`src/rtl/fifo_pkg.sv`:
```
// fifo_pkg: shared sizing helpers and parameter checks for the single-clock and future async FIFOs
package fifo_pkg;
  localparam int MIN_DEPTH = 2;
  function automatic int cnt_w(input int depth);
    return $clog2(depth + 1);
  endfunction
  function automatic bit params_ok(input int depth, input int af, input int ae);
    return depth >= MIN_DEPTH && af >= 1 && af <= depth && ae >= 0 && ae <= depth - 1;
  endfunction
endpackage

```
`src/rtl/fifo_sync_flags_if.sv`:
```
// fifo_sync_flags_if: producer/consumer handshake and status bundle for fifo_sync_flags
interface fifo_sync_flags_if
  import fifo_pkg::*;
#(
  parameter int DATA_WIDTH = 32,
  parameter int FIFO_DEPTH = 16
);
  localparam int CW = cnt_w(FIFO_DEPTH);
  logic                  cs;
  logic                  wr_en;
  logic [DATA_WIDTH-1:0] data_in;
  logic                  rd_en;
  logic                  clr_err;
  logic [DATA_WIDTH-1:0] data_out;
  logic                  rd_valid;
  logic                  full;
  logic                  empty;
  logic                  almost_full;
  logic                  almost_empty;
  logic [CW-1:0]         count;
  logic                  overflow;
  logic                  underflow;
  modport master (
    output cs, wr_en, data_in, rd_en, clr_err,
    input  data_out, rd_valid, full, empty, almost_full, almost_empty, count, overflow, underflow
  );
  modport slave (
    input  cs, wr_en, data_in, rd_en, clr_err,
    output data_out, rd_valid, full, empty, almost_full, almost_empty, count, overflow, underflow
  );
endinterface

```
`src/rtl/fifo_ptr_wrap.sv`:
```
// fifo_ptr_wrap: enabled FIFO pointer that wraps at FIFO_DEPTH-1, so any depth works
module fifo_ptr_wrap #(
  parameter int FIFO_DEPTH = 16,
  parameter int PW = $clog2(FIFO_DEPTH)
) (
  input  logic          clk,
  input  logic          rst,
  input  logic          en,
  output logic [PW-1:0] ptr
);
  logic [PW-1:0] ptr_q, ptr_d;
  always_comb ptr_d = en ? ((ptr_q == PW'(FIFO_DEPTH - 1)) ? '0 : ptr_q + PW'(1)) : ptr_q;
  always_ff @(posedge clk or posedge rst)
    if (rst) ptr_q <= '0;
    else ptr_q <= ptr_d;
  assign ptr = ptr_q;
endmodule

```
`src/rtl/fifo_sync_flags.sv`:
```
// fifo_sync_flags: single-clock FIFO with count, almost flags, read-valid and sticky error flags
// Define FIFO_SYNC_FWFT_EN for first-word fall-through reads; default is a registered 1-cycle read.
module fifo_sync_flags
  import fifo_pkg::*;
#(
  parameter int DATA_WIDTH = 32,
  parameter int FIFO_DEPTH = 16,
  parameter int AF_THRESH  = 12,
  parameter int AE_THRESH  = 4
) (
  input logic              clk,
  input logic              rst,
  fifo_sync_flags_if.slave bus
);
  localparam int CW = cnt_w(FIFO_DEPTH);
  localparam int PW = $clog2(FIFO_DEPTH);
  if (!params_ok(FIFO_DEPTH, AF_THRESH, AE_THRESH)) begin : g_bad_params
    $error("fifo_sync_flags: illegal FIFO_DEPTH/AF_THRESH/AE_THRESH");
  end
  logic [DATA_WIDTH-1:0] mem_q [FIFO_DEPTH];
  logic [PW-1:0]         wr_ptr, rd_ptr;
  logic [CW-1:0]         count_q, count_d;
  logic                  overflow_q, overflow_d, underflow_q, underflow_d;
  logic                  full, empty, push_acc, pop_acc;
  // Acceptance looks only at the registered count, so a full FIFO rejects a push even alongside a pop.
  always_comb begin
    full        = count_q == CW'(FIFO_DEPTH);
    empty       = count_q == '0;
    push_acc    = bus.cs && bus.wr_en && !full;
    pop_acc     = bus.cs && bus.rd_en && !empty;
    count_d     = count_q + CW'(push_acc) - CW'(pop_acc);
    overflow_d  = (bus.cs && bus.wr_en && full) || (overflow_q && !bus.clr_err);
    underflow_d = (bus.cs && bus.rd_en && empty) || (underflow_q && !bus.clr_err);
  end
  always_ff @(posedge clk or posedge rst)
    if (rst) begin
      count_q     <= '0;
      overflow_q  <= 1'b0;
      underflow_q <= 1'b0;
    end else begin
      count_q     <= count_d;
      overflow_q  <= overflow_d;
      underflow_q <= underflow_d;
    end
  always_ff @(posedge clk)
    if (push_acc) mem_q[wr_ptr] <= bus.data_in;
  fifo_ptr_wrap #(.FIFO_DEPTH(FIFO_DEPTH), .PW(PW)) u_wr_ptr (.clk(clk), .rst(rst), .en(push_acc), .ptr(wr_ptr));
  fifo_ptr_wrap #(.FIFO_DEPTH(FIFO_DEPTH), .PW(PW)) u_rd_ptr (.clk(clk), .rst(rst), .en(pop_acc), .ptr(rd_ptr));
`ifdef FIFO_SYNC_FWFT_EN
  assign bus.data_out = mem_q[rd_ptr];
  assign bus.rd_valid = !empty;
`else
  logic [DATA_WIDTH-1:0] data_out_q, data_out_d;
  logic                  rd_valid_q, rd_valid_d;
  always_comb begin
    data_out_d = pop_acc ? mem_q[rd_ptr] : data_out_q;
    rd_valid_d = pop_acc;
  end
  always_ff @(posedge clk or posedge rst)
    if (rst) begin
      data_out_q <= '0;
      rd_valid_q <= 1'b0;
    end else begin
      data_out_q <= data_out_d;
      rd_valid_q <= rd_valid_d;
    end
  assign bus.data_out = data_out_q;
  assign bus.rd_valid = rd_valid_q;
`endif
  assign bus.count        = count_q;
  assign bus.full         = full;
  assign bus.empty        = empty;
  assign bus.almost_full  = count_q >= CW'(AF_THRESH);
  assign bus.almost_empty = count_q <= CW'(AE_THRESH);
  assign bus.overflow     = overflow_q;
  assign bus.underflow    = underflow_q;
endmodule

```
`src/flat_wrapper.sv`:
```
// flat-port wrapper written by rule: the top's interface ports become plain ports
module fifo_sync_flags_flat import fifo_pkg::*;
#(
  parameter int DATA_WIDTH = 32,
  parameter int FIFO_DEPTH = 16,
  parameter int AF_THRESH  = 12,
  parameter int AE_THRESH  = 4
)
  (clk, rst, bus_cs, bus_wr_en, bus_data_in, bus_rd_en, bus_clr_err, bus_data_out, bus_rd_valid, bus_full, bus_empty, bus_almost_full, bus_almost_empty, bus_count, bus_overflow, bus_underflow);
  fifo_sync_flags_if #(.DATA_WIDTH(DATA_WIDTH), .FIFO_DEPTH(FIFO_DEPTH)) bus_i ();
  input logic clk;
  input logic rst;
  input wire logic [$bits(bus_i.cs)-1:0] bus_cs;
  input wire logic [$bits(bus_i.wr_en)-1:0] bus_wr_en;
  input wire logic [$bits(bus_i.data_in)-1:0] bus_data_in;
  input wire logic [$bits(bus_i.rd_en)-1:0] bus_rd_en;
  input wire logic [$bits(bus_i.clr_err)-1:0] bus_clr_err;
  output wire logic [$bits(bus_i.data_out)-1:0] bus_data_out;
  output wire logic [$bits(bus_i.rd_valid)-1:0] bus_rd_valid;
  output wire logic [$bits(bus_i.full)-1:0] bus_full;
  output wire logic [$bits(bus_i.empty)-1:0] bus_empty;
  output wire logic [$bits(bus_i.almost_full)-1:0] bus_almost_full;
  output wire logic [$bits(bus_i.almost_empty)-1:0] bus_almost_empty;
  output wire logic [$bits(bus_i.count)-1:0] bus_count;
  output wire logic [$bits(bus_i.overflow)-1:0] bus_overflow;
  output wire logic [$bits(bus_i.underflow)-1:0] bus_underflow;
  assign bus_i.cs = bus_cs;
  assign bus_i.wr_en = bus_wr_en;
  assign bus_i.data_in = bus_data_in;
  assign bus_i.rd_en = bus_rd_en;
  assign bus_i.clr_err = bus_clr_err;
  assign bus_data_out = bus_i.data_out;
  assign bus_rd_valid = bus_i.rd_valid;
  assign bus_full = bus_i.full;
  assign bus_empty = bus_i.empty;
  assign bus_almost_full = bus_i.almost_full;
  assign bus_almost_empty = bus_i.almost_empty;
  assign bus_count = bus_i.count;
  assign bus_overflow = bus_i.overflow;
  assign bus_underflow = bus_i.underflow;
  fifo_sync_flags #(.DATA_WIDTH(DATA_WIDTH), .FIFO_DEPTH(FIFO_DEPTH), .AF_THRESH(AF_THRESH), .AE_THRESH(AE_THRESH)) u_core (.clk(clk), .rst(rst), .bus(bus_i));
endmodule
```
`config.mk`:
```
export PLATFORM = sky130hd
export DESIGN_NAME = fifo_sync_flags_flat
export DESIGN_NICKNAME = d
export VERILOG_FILES = /design/src/rtl/fifo_pkg.sv /design/src/rtl/fifo_sync_flags_if.sv /design/src/rtl/fifo_ptr_wrap.sv /design/src/rtl/fifo_sync_flags.sv /design/src/flat_wrapper.sv
export SDC_FILE = /design/constraint.sdc
export NUM_CORES = 1
export LEC_CHECK = 0
export ABC_AREA = 1
export CAP_MARGIN = 20
export CORE_AREA = 3 3 296 298
export CTS_BUF_LIST = sky130_fd_sc_hd__clkbuf_4
export DETAILED_ROUTE_END_ITERATION = 10
export DIE_AREA = 0 0 299 301
export GPL_ROUTABILITY_DRIVEN = 1
export GPL_TIMING_DRIVEN = 1
export PLACE_DENSITY = 0.51
export SLEW_MARGIN = 20
export SYNTH_ARGS = -nofsm -noshare
export SYNTH_HDL_FRONTEND = slang
export SYNTH_SLANG_ARGS = --single-unit
export TNS_END_PERCENT = 50
```
`constraint.sdc`:
```
create_clock -name clk -period 4.95 [get_ports clk]
set_clock_uncertainty 0.2 [all_clocks]
set_input_delay 1.485 -clock clk [delete_from_list [all_inputs] [get_ports clk]]
set_output_delay 1.485 -clock clk [all_outputs]
set_load 0.01 [all_outputs]
```
==> results.py, run 1 <==
metrics = {
    "clock_tree": {
        "clock-sinks": 560,
        "cts_made_buffers": 142,
        "htreeDepth": 4,
        "cts_hold_buf": 0,
        "cts_resized": 0,
        "cts_tree": "done",
        "clockRootBuffer": "clkbuf_4",
        "clk_pin_slew_worst_paths_ns": 0.06,
        "cts_buffer_depth": 3,
        "clk_latency_ns": 0.92,
        "cts_setup_buffers": 0,
    },
    "worst_setup_path": {
        "start_kind": "flip-flop",
        "cp-startpoint": "u_core.bus.count[3]$_DFF_PP0_",
        "cp_common_cell": "inv_1",
        "worstPathMaxFanout": 4,
        "crit_end": "bus_full",
        "rr_endpoint": "u_core.bus.data_out[3]$_DFFE_PP0P_",
        "r2r-start": "u_core.u_rd_ptr.ptr[2]$_DFFE_PP0P_",
        "path_cells": "inv_1 -> ha_1 -> nand3_1 -> inv_1 -> clkdlybuf4s50_1",
        "arrival_ns": 2.55,
        "rrSetupSlack_ns": 1.52,
        "cpPeakStageDelay_ns": 0.54,
        "r2r_cells": 5,
        "endpoint_kind": "output pin",
        "cp.required_ns": 3.26,
        "critPathKind": "flip-flop to output pin",
        "slowest_stage": "clkdlybuf4s50_1",
    },
    "floorplan": {
        "fp.dieW_um": 299,
        "dieArea_um2": 90000,
        "die_h_um": 301,
        "io-pin-count": 82,
        "rows": 107,
        "start_util": 0.279,
        "coreArea_um2": 85100,
    },
    "grt": {
        "grt_max_degree": 188,
        "grt_pass1_wl_um": 94300,
        "grt_pass1_vias": 16100,
        "globalRouteOverflowTotal": 0,
        "antenna_found_initial": 1,
        "grt_use_total": 0.138,
    },
    "synthesis": {
        "ys_seq_elements": 560,
        "synth_top_area_cell": "edfxtp_1",
        "ys_top_cells_by_count": "nand2_1, edfxtp_1, nand3_1",
        "synth-main-ff-cell": "edfxtp_1",
        "netlist_instances": 2190,
        "synth_area_leaders": "edfxtp_1, nand2_1, nand3_1",
        "synth_seq_area_share": 0.698,
        "synth_top_area_frac": 0.647,
        "yosysMostFrequentCell": "nand2_1",
        "syn-num-nets": 2244,
        "syn_area_per_cell_um2": 10.8,
        "yosys_warnings": 0,
        "synth.distinct_cells": 29,
        "synth_area_um2": 23700,
        "async_flop_share": 0.0857,
        "synth_edf_count": 512,
    },
    "timing": {
        "slew_headroom": 0.309,
        "min_period_ns": 4.24,
        "worst_slew_pin_slew_ns": 1.04,
        "slew_violations": 0,
        "setup_viol": 0,
        "tns_ns": 0,
        "final_hold_viol_count": 0,
        "rsz0062_at_grt": "no",
        "max_freq_mhz": 236,
        "fin_crit_sh": 0.856,
    },
    "finish": {
        "area_delta_synth_final_pct": 16.7,
        "postLayoutCellArea_um2": 27700,
        "nets": 2398,
        "drive_above_1_share": 0.121,
    },
    "power_and_ir_drop": {
        "power.leakage_nw": 11.2,
        "power_density_nw_per_um2": 519,
        "vdd_drop_max_v": 0.000320,
    },
    "min_path": {
        "min-delay-start": "u_core.bus.data_out[1]$_DFFE_PP0P_",
        "holdCritPathClass": "flip-flop to flip-flop",
    },
    "detailed_routing": {
        "routedWlPerCell_um": 17.1,
        "vias_per_cell": 4.34,
        "first_iter_violations": 1095,
        "drtAntennaViolNets": 0,
        "drc": 0,
        "routed_wl_um": 61300,
        "vias": 15600,
        "dr.pass1.iters": 5,
    },
    "placed_design": {
        "gp_congestion": 0.759,
        "port_buffers": 81,
        "detailed_place_hpwl_um": 35400,
        "postPlaceCellArea_um2": 25800,
    },
    "job": {
        "cap_viol_max_count": 0,
    },
    "status": {
        "status": "complete, no violations",
    },
}
worst max-delay path, delay by kind of cell (launching register included):
family | cells | cell delay, ns
buf+inv | 3 | 0.80
flops | 1 | 0.44
fa+ha+maj | 1 | 0.21
simple gates | 1 | 0.20
layer usage:
layer	vias up	global-route usage	share of wire
li1	7555	-	-
met1	7504	0.175	0.44
met2	444	0.228	0.48
met3	107	0.0360	0.058
met4	0	0.0471	0.025
met5	-	0	0
state kept, by name, indices dropped and copies added (netlist names):
| register | count |
|---|---|
| u_core.bus.data_out | 32 |
| u_core.u_wr_ptr.ptr | 4 |
| u_core.bus.overflow | 1 |
| u_core.bus.rd_valid | 1 |
| u_core.mem_q | 512 |
| u_core.bus.count | 5 |
| u_core.bus.underflow | 1 |
| u_core.u_rd_ptr.ptr | 4 |
power breakdown:
part | total, W | switching, W | internal, W | leakage, nW
clock | 0.00418 | 0.00183 | 0.00235 | 1.15
combinational | 0.00427 | 0.00290 | 0.00137 | 4.91
sequential | 0.00592 | 0.000345 | 0.00557 | 5.16
total | 0.0144 | 0.00507 | 0.00929 | 11.2
cell families (layout without fill, tap and decap cells):
kind of cell	after synthesis	count (layout)	share of synthesized area
AOI/OAI and AO/OA	78	78	0.0171
xor gates and xnor gates	6	6	0.00221
adders and majority gates	16	16	0.00875
buffers and inverters	460	718	0.0850
DFF	560	560	0.698
other	0	1	0
and+or+nand+nor	1070	1070	0.189
worst min path at each step:
stage / endpoint / cells after the start
final: u_core.bus.data_out[1]$_DFFE_PP0P_ / 2
after global routing: u_core.bus.data_out[2]$_DFFE_PP0P_ / 2
after CTS: u_core.bus.data_out[1]$_DFFE_PP0P_ / 2
after detailed placement: u_core.bus.data_out[1]$_DFFE_PP0P_ / 2
after global placement: u_core.bus.data_out[3]$_DFFE_PP0P_ / 2
after floorplan: u_core.u_wr_ptr.ptr[2]$_DFFE_PP0P_ / 1
area by class of cell:
| class | instances | area, um2 |
|---|---|---|
| clock buffer | 217 | 1630 |
| sequential | 560 | 16600 |
| multi-input combinational | 1170 | 5270 |
| fill | 8761 | 57400 |
| timing repair buffer | 118 | 1150 |
| tap | 1144 | 1430 |
| clock inverter | 31 | 309 |
| antenna | 1 | 2.50 |
| inverter | 352 | 1330 |
through the flow:
stage | total power [W] | cells | utilization | worst slack, ns | hold slack [ns]
floorplan | 0.00876 | 2190 | - | 0.347 | 0.319
global placement | 0.0103 | 3344 | 0.303 | 0.790 | 0.317
detailed placement | 0.0104 | 3344 | 0.303 | 0.718 | 0.331
CTS | 0.0146 | 3592 | 0.325 | 0.540 | 0.348
global route | 0.0153 | 3593 | 0.325 | 0.439 | 0.376
finish | 0.0144 | 3593 | 0.325 | 0.715 | 0.332
placed cells by master, fill, tap and decap left out, drive strengths merged, types with 2 or more instances in the layout:
| master | count |
|---|---|
| a21oi | 66 |
| buf | 37 |
| bufinv | 7 |
| clkbuf | 217 |
| clkdlybuf4s50 | 81 |
| clkinv | 24 |
| dfrtp | 48 |
| edfxtp | 512 |
| ha | 15 |
| inv | 352 |
| nand2 | 624 |
| nand3 | 358 |
| nor2 | 82 |
| nor3 | 5 |
| o21ai | 7 |
| o22ai | 2 |
| xor2 | 5 |
No activity file was read; power rests on OpenSTA's default activity.
==> inputs of run 2 (changes only) <==
--- a/config.mk
+++ b/config.mk
@@ -8,12 +8,12 @@
 export ABC_AREA = 1
 export CAP_MARGIN = 20
 export CORE_AREA = 3 3 296 298
-export CTS_BUF_LIST = sky130_fd_sc_hd__clkbuf_4
 export DETAILED_ROUTE_END_ITERATION = 10
 export DIE_AREA = 0 0 299 301
 export GPL_ROUTABILITY_DRIVEN = 1
 export GPL_TIMING_DRIVEN = 1
 export PLACE_DENSITY = 0.51
+export SETUP_SLACK_MARGIN = 0.05
 export SLEW_MARGIN = 20
 export SYNTH_ARGS = -nofsm -noshare
 export SYNTH_HDL_FRONTEND = slang
==> run 2 against run 1 <==
Net effect: fmax is 7.6% higher; power grew 1.7%; register-to-register slack gained 0.06 ns; critical endpoint unchanged; largest power group unchanged.
==> results.py, run 2 (synthesis gave the netlist of run 1 again) <==
metrics = {
    "clock_tree": {
        "cts_setup_buffers": 0,
        "clock-sinks": 560,
        "htreeDepth": 2,
        "clockRootBuffer": "clkbuf_16",
        "cts_hold_buf": 0,
        "cts_made_buffers": 56,
        "clk_latency_ns": 0.61,
        "cts_tree": "done",
        "cts_resized": 0,
        "clk_pin_slew_worst_paths_ns": 0.06,
        "cts_buffer_depth": 3,
    },
    "floorplan": {
        "die_h_um": 301,
        "coreArea_um2": 85100,
        "rows": 107,
        "io-pin-count": 82,
        "dieArea_um2": 90000,
        "start_util": 0.279,
        "fp.dieW_um": 299,
    },
    "timing": {
        "slew_headroom": 0.284,
        "tns_ns": 0,
        "setup_viol": 0,
        "worst_slew_pin_slew_ns": 1.07,
        "rsz0062_at_grt": "no",
        "slew_violations": 0,
        "max_freq_mhz": 254,
        "min_period_ns": 3.94,
        "final_hold_viol_count": 0,
        "fin_crit_sh": 0.795,
    },
    "finish": {
        "top_register": "u_core.mem_q",
        "area_delta_synth_final_pct": 16.6,
        "final_cells": 3448,
        "largest_register_ffs": 512,
        "final_cell_mix": "nand2_1, edfxtp_1, nand3_1, inv_1, clkdlybuf4s50_1",
        "mostFrequentLayoutCell": "nand2_1",
        "nets": 2312,
        "diodes": 0,
        "drive_above_1_share": 0.0651,
    },
    "placed_design": {
        "gp_congestion": 0.759,
        "placed_cells": 3344,
        "detailed_place_hpwl_um": 35400,
        "port_buffers": 81,
    },
    "detailed_routing": {
        "vias_per_cell": 4.38,
        "drc": 0,
        "drtAntennaViolNets": 0,
        "vias": 15100,
        "dr.pass1.iters": 5,
        "first_iter_violations": 1099,
        "routedWlPerCell_um": 17.5,
        "routed_wl_um": 60200,
    },
    "status": {
        "status": "complete, no violations",
    },
    "worst_setup_path": {
        "path_delay_family": "buffers and inverters",
        "worstPathMaxFanout": 4,
        "slowest_stage": "clkdlybuf4s50_1",
        "crit_buf_inv": 3,
        "endpoint_kind": "output pin",
        "start_kind": "flip-flop",
        "path_cells": "inv_1 -> ha_1 -> nand3_1 -> inv_1 -> clkdlybuf4s50_1",
        "cpPeakStageDelay_ns": 0.54,
        "arrival_ns": 2.25,
        "critPathKind": "flip-flop to output pin",
        "cp_common_cell": "inv_1",
        "cp.required_ns": 3.26,
    },
    "min_path": {
        "holdCritPathClass": "flip-flop to flip-flop",
    },
    "power_and_ir_drop": {
        "power_w": 0.0146,
        "power_density_nw_per_um2": 527,
        "power.leakage_nw": 11.0,
        "vdd_drop_max_v": 0.000294,
    },
    "grt": {
        "grtUsageMet3": 0.0208,
        "met1_usage": 0.176,
        "grt_use_total": 0.134,
        "grt_pass1_vias": 15400,
        "grt_max_degree": 188,
        "antenna_found_initial": 0,
        "use_met2": 0.228,
        "globalRouteOverflowTotal": 0,
        "grt_busiest_layer": "met2",
        "grt_pass1_wl_um": 92900,
    },
    "job": {
        "cap_viol_max_count": 0,
    },
}
run 2: cell count changes in the layout (fill, tap and decap cells not counted), moves of 3 or more:
| cell | before | now |
|---|---|---|
| clkbuf_4 | 217 | 0 |
| clkbuf_16 | 0 | 56 |
| clkbuf_1 | 0 | 13 |
| clkinv_1 | 19 | 7 |
| clkbuf_8 | 0 | 7 |
| clkinv_2 | 4 | 10 |
| inv_2 | 5 | 2 |
run 2: tightest hold or removal path, stage by stage, from the launching register on:
cell and delay [ns]:
dfrtp_1 0.35, nor2_1 0.05, a21oi_1 0.10
run 2: report_power, final:
group,internal (W),switching (W)
logic,0.00137,0.00290
registers,0.00557,0.000343
clock network,0.00266,0.00176
total,0.00960,0.00501
run 2: metal layers:
metal / part of all wire / vias to the layer above
met5: 0 / -
met3: 0.046 / 91
li1: - / 7303
met4: 0.025 / 0
met2: 0.48 / 348
met1: 0.45 / 7365
run 2: final timing paths:
| kind | start | end | slack [ns] | depth (start not counted) |
|---|---|---|---|---|
| setup / recovery | u_core.bus.count[3]$_DFF_PP0_ | bus_full | 1.01 | 5 |
| hold / removal | u_core.bus.data_out[1]$_DFFE_PP0P_ | u_core.bus.data_out[1]$_DFFE_PP0P_ | 0.33 | 2 |
| setup reg to reg | u_core.u_rd_ptr.ptr[2]$_DFFE_PP0P_ | u_core.bus.data_out[3]$_DFFE_PP0P_ | 1.58 | 5 |
| hold reg to reg | u_core.bus.data_out[1]$_DFFE_PP0P_ | u_core.bus.data_out[1]$_DFFE_PP0P_ | 0.33 | 2 |
| max in group asynchronous | rst | u_core.u_rd_ptr.ptr[1]$_DFFE_PP0P_ | 2.68 | 3 |
| min in group asynchronous | rst | u_core.bus.overflow$_DFF_PP0_ | 1.24 | 3 |
run 2: cell type report:
type                       instances  area (um2)
clock inverter                    28         384
timing repair buffer             118        1150
multi-input combinational       1170        5270
sequential                       560       16600
clock buffer                      76        1550
inverter                         352        1330
fill                            8665       57500
tap                             1144        1430
run 2: per-stage QoR:
step | setup slack [ns] | util | hold slack [ns] | area [um2]
floorplan | 0.347 | - | 0.319 | 23700
global placement | 0.790 | 0.303 | 0.317 | 25800
detailed placement | 0.718 | 0.303 | 0.331 | 25800
CTS | 0.937 | 0.325 | 0.347 | 27700
global route | 0.854 | 0.325 | 0.376 | 27700
finish | 1.01 | 0.325 | 0.335 | 27700
